--- config.mk ---
export PLATFORM = sky130hd
export DESIGN_NAME = pulpino_boot_ctrl
export DESIGN_NICKNAME = d
export VERILOG_FILES = /design/src/rtl/pulpino_boot_ctrl.sv
export SDC_FILE = /design/constraint.sdc
export NUM_CORES = 1
export LEC_CHECK = 0
export CORE_ASPECT_RATIO = 0.8
export CORE_MARGIN = 3
export CORE_UTILIZATION = 50
export CTS_CLUSTER_SIZE = 12
export DETAILED_ROUTE_END_ITERATION = 16
export GPL_ROUTABILITY_DRIVEN = 0
export GPL_TIMING_DRIVEN = 0
export HOLD_SLACK_MARGIN = 0.1
export PLACE_DENSITY = 0.82
export SYNTH_ARGS = -nofsm -noshare
export SYNTH_HDL_FRONTEND = slang
export SYNTH_SLANG_ARGS = --single-unit
--- constraint.sdc ---
create_clock -name clk_clk -period 2.35 [get_ports clk_clk]
set_input_delay 0.47 -clock clk_clk [delete_from_list [all_inputs] [get_ports clk_clk]]
set_output_delay 0.47 -clock clk_clk [all_outputs]
set_load 0.02 [all_outputs]
--- src/rtl/pulpino_boot_ctrl.sv ---
// rtl/pulpino_boot_ctrl.sv - PULPino boot/run sequencer; optional heartbeat watchdog under PULPINO_BOOT_WDT_EN
module pulpino_boot_ctrl #(
  parameter logic [31:0] BOOT_ADDR0    = 32'h0000_0000,
  parameter logic [31:0] BOOT_ADDR1    = 32'h0000_8000,
  parameter logic [31:0] BOOT_ADDR2    = 32'h1A00_0000,
  parameter logic [31:0] BOOT_ADDR3    = 32'h0008_0000,
  parameter int unsigned RST_CYCLES    = 16,
  parameter int unsigned SETTLE_CYCLES = 8,
  parameter int unsigned WDT_CYCLES    = 50_000_000
) (
  input  logic        clk_clk,
  input  logic        reset_reset_n,
  input  logic        master_reset_i,
  input  logic        start_i,
  input  logic [1:0]  boot_sel_i,
  input  logic [9:0]  pio_i,
  output logic        core_rst_n_o,
  output logic        fetch_enable_o,
  output logic [31:0] boot_addr_o,
  output logic        clock_gating_o,
  output logic        testmode_o,
  output logic [2:0]  state_o,
  output logic [7:0]  restart_cnt_o
);

  typedef enum logic [2:0] {
    IDLE   = 3'd0,
    HOLD   = 3'd1,
    RESET  = 3'd2,
    SETTLE = 3'd3,
    RUN    = 3'd4
  } state_e;

  // Phase counter compares against the last cycle index of each timed state.
  localparam logic [31:0] RST_LAST    = 32'(RST_CYCLES - 1);
  localparam logic [31:0] SETTLE_LAST = 32'(SETTLE_CYCLES - 1);

  state_e      state_q, state_d;
  logic [31:0] cnt_q, cnt_d;
  logic        core_rst_n_q, core_rst_n_d;
  logic        fetch_q, fetch_d;
  logic        gating_q, gating_d;
  logic [31:0] boot_addr_q, boot_addr_d;
  logic [31:0] sel_addr;
  logic        wdt_expire;

`ifdef PULPINO_BOOT_WDT_EN
  localparam logic [31:0] WDT_LAST = 32'(WDT_CYCLES - 1);

  logic [9:0]  pio_q;
  logic [31:0] wdt_q, wdt_d;
  logic [7:0]  rc_q, rc_d;
  logic        heartbeat;

  // Any change on the PIO export since the previous cycle counts as a heartbeat.
  assign heartbeat  = (pio_i != pio_q);
  assign wdt_expire = (state_q == RUN) && (wdt_q == WDT_LAST) && !heartbeat;

  // Watchdog counter only runs while staying in RUN; restart count saturates.
  always_comb begin
    wdt_d = 32'd0;
    if ((state_q == RUN) && (state_d == RUN) && !heartbeat) begin
      wdt_d = wdt_q + 32'd1;
    end
    rc_d = rc_q;
    if (wdt_expire && (state_d == RESET) && (rc_q != 8'hFF)) begin
      rc_d = rc_q + 8'd1;
    end
  end

  // Watchdog registers: heartbeat sample, timeout counter, restart count.
  always_ff @(posedge clk_clk or negedge reset_reset_n) begin
    if (!reset_reset_n) begin
      pio_q <= 10'd0;
      wdt_q <= 32'd0;
      rc_q  <= 8'd0;
    end else begin
      pio_q <= pio_i;
      wdt_q <= wdt_d;
      rc_q  <= rc_d;
    end
  end

  assign restart_cnt_o = rc_q;
`else
  logic unused_pio;

  assign unused_pio    = ^pio_i;
  assign wdt_expire    = 1'b0;
  assign restart_cnt_o = 8'd0;
`endif

  // Boot address selected by the switches; only sampled on RESET entry.
  always_comb begin
    sel_addr = BOOT_ADDR0;
    unique case (boot_sel_i)
      2'd0: sel_addr = BOOT_ADDR0;
      2'd1: sel_addr = BOOT_ADDR1;
      2'd2: sel_addr = BOOT_ADDR2;
      2'd3: sel_addr = BOOT_ADDR3;
      default: sel_addr = BOOT_ADDR0;
    endcase
  end

  // State, phase counter and registered outputs.
  always_ff @(posedge clk_clk or negedge reset_reset_n) begin
    if (!reset_reset_n) begin
      state_q      <= IDLE;
      cnt_q        <= 32'd0;
      core_rst_n_q <= 1'b0;
      fetch_q      <= 1'b0;
      gating_q     <= 1'b1;
      boot_addr_q  <= BOOT_ADDR0;
    end else begin
      state_q      <= state_d;
      cnt_q        <= cnt_d;
      core_rst_n_q <= core_rst_n_d;
      fetch_q      <= fetch_d;
      gating_q     <= gating_d;
      boot_addr_q  <= boot_addr_d;
    end
  end

  // Next state: master reset, then abort, then watchdog, then phase completion.
  always_comb begin
    state_d = state_q;
    if (master_reset_i) begin
      state_d = HOLD;
    end else begin
      unique case (state_q)
        IDLE: begin
          if (start_i) state_d = RESET;
        end
        HOLD: begin
          state_d = start_i ? RESET : IDLE;
        end
        RESET: begin
          if (!start_i)                state_d = IDLE;
          else if (cnt_q == RST_LAST)  state_d = SETTLE;
        end
        SETTLE: begin
          if (!start_i)                  state_d = IDLE;
          else if (cnt_q == SETTLE_LAST) state_d = RUN;
        end
        RUN: begin
          if (!start_i)        state_d = IDLE;
          else if (wdt_expire) state_d = RESET;
        end
        default: state_d = IDLE;
      endcase
    end
  end

  // Output next values follow the next state so outputs move with state_o.
  always_comb begin
    cnt_d = cnt_q;
    if (state_d != state_q) begin
      cnt_d = 32'd0;
    end else if ((state_q == RESET) || (state_q == SETTLE)) begin
      cnt_d = cnt_q + 32'd1;
    end

    core_rst_n_d = (state_d == SETTLE) || (state_d == RUN);
    fetch_d      = (state_d == RUN);
    gating_d     = (state_d == IDLE) || (state_d == HOLD);

    boot_addr_d = boot_addr_q;
    if ((state_d == RESET) && (state_q != RESET)) begin
      boot_addr_d = sel_addr;
    end
  end

  assign core_rst_n_o   = core_rst_n_q;
  assign fetch_enable_o = fetch_q;
  assign clock_gating_o = gating_q;
  assign boot_addr_o    = boot_addr_q;
  assign testmode_o     = 1'b0;
  assign state_o        = state_q;

endmodule

==> qor_table.md, run 1 <==
| Step | Quantity | Value |
|:---|:---|:---|
| status | Result of the run | finished clean |
| yosys | Synthesized area | 2690 um^2 |
| route | Final routed wirelength across all metal layers | 6170 um |
| global route | All-Layer GR Usage | 20.4% |
| setup path | Crit path required time | 2.51 ns |
| sta | Fin. max-slew vios | 0 |
| clocking | Clock latency on the worst-skew pair | 0.31 ns |
| clocking | # H-tree levels | 2 |
| setup path | Worst R2R Setup Slack | 0.23 ns |
| layout | Area growth syn-to-layout | 18.9% |
| yosys | Cells after Synth | 281 |
| yosys | Portion of the post-synthesis area used by sequential elements | 38.2% |
| die | Effective utilization at floorplan | 52.9% |
| sta | Final worst path period share | 93.6% |
| setup path | CP Capture Type | register |
| yosys | Synth area leaders | dfrtp_1 37%, buf_4 12%, a211oi_1 4.5% |
| yosys | Post-synth cell types | 55 |
| die | Chip height | 71.6 um |
| layout | Share of the core filled with cells in the final layout | 62.8% |
| clocking | TritonCTS clock tree | done |
| setup path | Worst R2R Start | cnt_q[0] |
| clocking | Clock sink total | 41 |
| yosys | Number of enable-type register cells in the synthesized netlist | 0 |
| yosys | Share of the synthesized area in the top cell type | 37.2% |
| power | Switching power share of the total | 27.4% |
| min path | Worst min-delay path class | register to register |
| sta | Worst-Margin Slew | 0.607 ns |
| min path | Endpoint of the worst hold-timing path | boot_addr_o[15] |
| yosys | Post-synthesis cell type with the largest combined area | dfrtp_1 |
| global route | Vias in the first global route | 2133 |
| sta | Worst clock skew | 0.0126 ns |
| layout | Share of post-route cells with drive strength above 1 | 20.9% |
| die | Area of the core | 5090 um^2 |
| power | Post-layout total power | 1.46 mW |
| sta | Slew Limit Headroom | 59.2% |
| yosys | Count of warnings emitted by yosys | 0 |
| global route | Pin count of the biggest net entering global routing | 33 |
| yosys | Count of state elements after synthesis | 41 |
| power | Clock share of power | 33.5% |
| setup path | Sort of element at the start of the critical path | input pin |
| power | Share of power burned in registers | 49.9% |
| sta | Number of failing hold endpoints at the final stage | 0 |
| global route | Wire length of the first global-routing pass | 10100 um |
| power | Internal portion of total power | 1.06 mW |
| clocking | Clock slew seen by the registers of the worst setup and hold paths | 0.07 ns |
| setup path | Crit Reg-Reg Endpoint | cnt_q[0] |
| route | DR pass1 iterations | 4 |
| global route | Remaining global-route overflow | 0 |
| route | Post-route antenna net violation count | 0 |
| global route | Initial antenna violation count | 0 |
| clocking | Inserted Clock Buffers | 5 |
| setup path | Cells on worst reg2reg path | 8 |
| clocking | Clock buffer depth | 2 |
| die | Die Area | 6310 um^2 |
| sta | Worst-case setup margin in the final layout | 0.152 ns |
| min path | Hold Path Origin | boot_addr_o[15] |
| setup path | Classification of the worst setup path | input pin to register |
| route | Ratio of routed vias to standard cells | 5.58 |
| place | Quantity of I/O buffers inserted on ports | 16 |
| layout | Antenna diodes | 0 |
| min path | Number of cells traversed by the worst hold path | 2 |
| layout | Net count reported at finish | 361 |
| power | Psw | 0.399 mW |
| place | DP Wirelength | 4420 um |
| layout | FILL cells | 413 |
| clocking | Clock root cell | clkbuf_8 |
| sta | Unrepaired setup endpoints after global routing | yes |
| route | Residual DRC | 0 |
| die | # IOs | 63 |
| power | Static leakage power | 1.35 nW |
| sta | Clock period minus worst slack | 2.20 ns |
| power | Max rail drop VDD | 0.211 mV |
| place | Placement Setup Slack | -0.226 ns |
| sta | Maximum achievable frequency | 0.455 GHz |
| die | X dimension of the die | 88.0 um |
| setup path | CP max FO | 10 |
| route | Wirelength per Cell | 15.2 um |
| setup path | CP arrival | 2.36 ns |
| route | Iteration-0 DRC Markers | 208 |
| power | Power density over the cells | 455 nW/um^2 |
| run | Max-capacitance violation count | 0 |
| sta | Final Setup Violations | 0 |
| yosys | Mean instance size in the synthesized netlist | 9.58 um^2 |
| power | Part of the power in combinational logic | 16.5% |
| yosys | Top FF cell, synth | dfrtp_1 |
| route | Via count | 2273 |
| yosys | Fraction of synthesis flops using an asynchronous set or reset pin | 100% |
| die | FP Rows | 23 |
-- repair_timing --
| action | CTS | global route |
|---|---|---|
| endpoints found under the hold margin | 8 | 0 |
| buffers inserted | 0 | 3 |
| gates resized for setup | 0 | 2 |
| hold buffers | 1 | 0 |
| setup endpoints to repair | 0 | 23 |
-- cell families after synthesis --
group | count (synthesis) | synth area share (%)
fa+ha+maj | 1 | 0.465
buf+inv | 66 | 16.5
xor+xnor | 11 | 3.58
compound gates | 55 | 15.1
mux | 2 | 0.744
simple gates | 104 | 25.3
flops | 41 | 38.2
other cells | 1 | 0.139
-- per-stage QoR --
stage / TNS, ns / instance area, um^2 / cells / hold slack [ns]
2_1_floorplan: 0 / 2820 / 316 / 0.174
3_3_place_gp: -14.55 / 3060 / 394 / 0.545
3_5_place_dp: -5.70 / 3080 / 395 / 0.354
4_1_cts: 0 / 3180 / 404 / 0.554
5_1_grt: -0.00444 / 3200 / 407 / 0.570
6_report: 0 / 3200 / 407 / 0.545
-- flip-flops by register name (all words and copies together) (netlist names) --
signal and flops:
clock_gating_o 1, fetch_enable_o 1, cnt_q 32, boot_addr_o 3, state_o 3, core_rst_n_o 1
-- cell usage after synthesis, types with 6 or more instances --
cell	n
a211oi_1	16
buf_4	42
clkbuf_1	7
dfrtp_1	40
inv_1	10
nand2_1	8
nand3_1	14
nand4_1	7
nor3_1	15
nor4_1	6
o21ai_0	15
o31ai_1	7
or3_1	9
or4_1	6
xor2_1	8
-- power by group through the flow --
stage	Combinational [mW]	Clock [mW]	Sequential, mW
3_5_place_dp	0.236	0	0.741
6_report	0.240	0.488	0.727
4_1_cts	0.238	0.497	0.727
5_1_grt	0.259	0.521	0.729
2_1_floorplan	0.151	0	0.752
3_3_place_gp	0.230	0	0.740
-- cell type report --
class                           count  area, um^2  share of cell area, %
Timing Repair Buffer               21         208                   6.49
Sequential cell                    41        1030                   32.1
Buffer                             56         409                   12.8
Inverter                           10        37.5                   1.17
Multi-Input combinational cell    209        1350                   42.2
Tap cell                           62        77.6                   2.42
Clock buffer                        8        90.1                   2.81
-- placed cells by master, fill, tap and decap left out, drive strengths merged, types with 6 or more instances in the layout --
cell / n
a211oi: 18
buf: 54
clkbuf: 15
clkdlybuf4s50: 15
conb: 36
dfrtp: 40
inv: 10
nand2: 9
nand3: 15
nand4: 9
nor3: 15
nor4: 7
o21ai: 15
o31ai: 7
or3: 10
or4: 6
xor2: 8
-- how the worst max path moves through the flow --
stage                   from         to  slack [ns]
2_1_floorplan       cnt_q[0]   cnt_q[0]        0.48
3_3_place_gp   reset_reset_n   cnt_q[4]       -0.25
3_5_place_dp         start_i  cnt_q[21]       -0.23
4_1_cts             cnt_q[0]   cnt_q[9]        0.04
5_1_grt              start_i   cnt_q[9]      -0.004
6_report             start_i   cnt_q[0]        0.15
-- worst max-delay path, stage by stage --
cell and delay (ns):
clkdlybuf4s50_1 0.63, xor2_1 0.18, o31ai_1 0.08, mux2i_1 0.40
clkbuf_1 0.46, nor3_1 0.13
-- per-layer routing --
layer	part of all wire (%)	global-route usage (%)	wire length, um
met1	44	28.4	2710
met2	48	31.4	2980
met3	6.6	4.37	408
met4	1.2	7.72	72
met5	0	0	0
No activity file was read; power rests on OpenSTA's default activity.
==> inputs of run 2 (changes only) <==
--- a/config.mk
+++ b/config.mk
@@ -14,6 +14,7 @@
 export GPL_TIMING_DRIVEN = 0
 export HOLD_SLACK_MARGIN = 0.1
 export PLACE_DENSITY = 0.82
+export SKIP_LAST_GASP = 1
 export SYNTH_ARGS = -nofsm -noshare
 export SYNTH_HDL_FRONTEND = slang
 export SYNTH_SLANG_ARGS = --single-unit
==> results of run 2 <==
The final DEF is identical to that of run 1; final timing and power are the same.
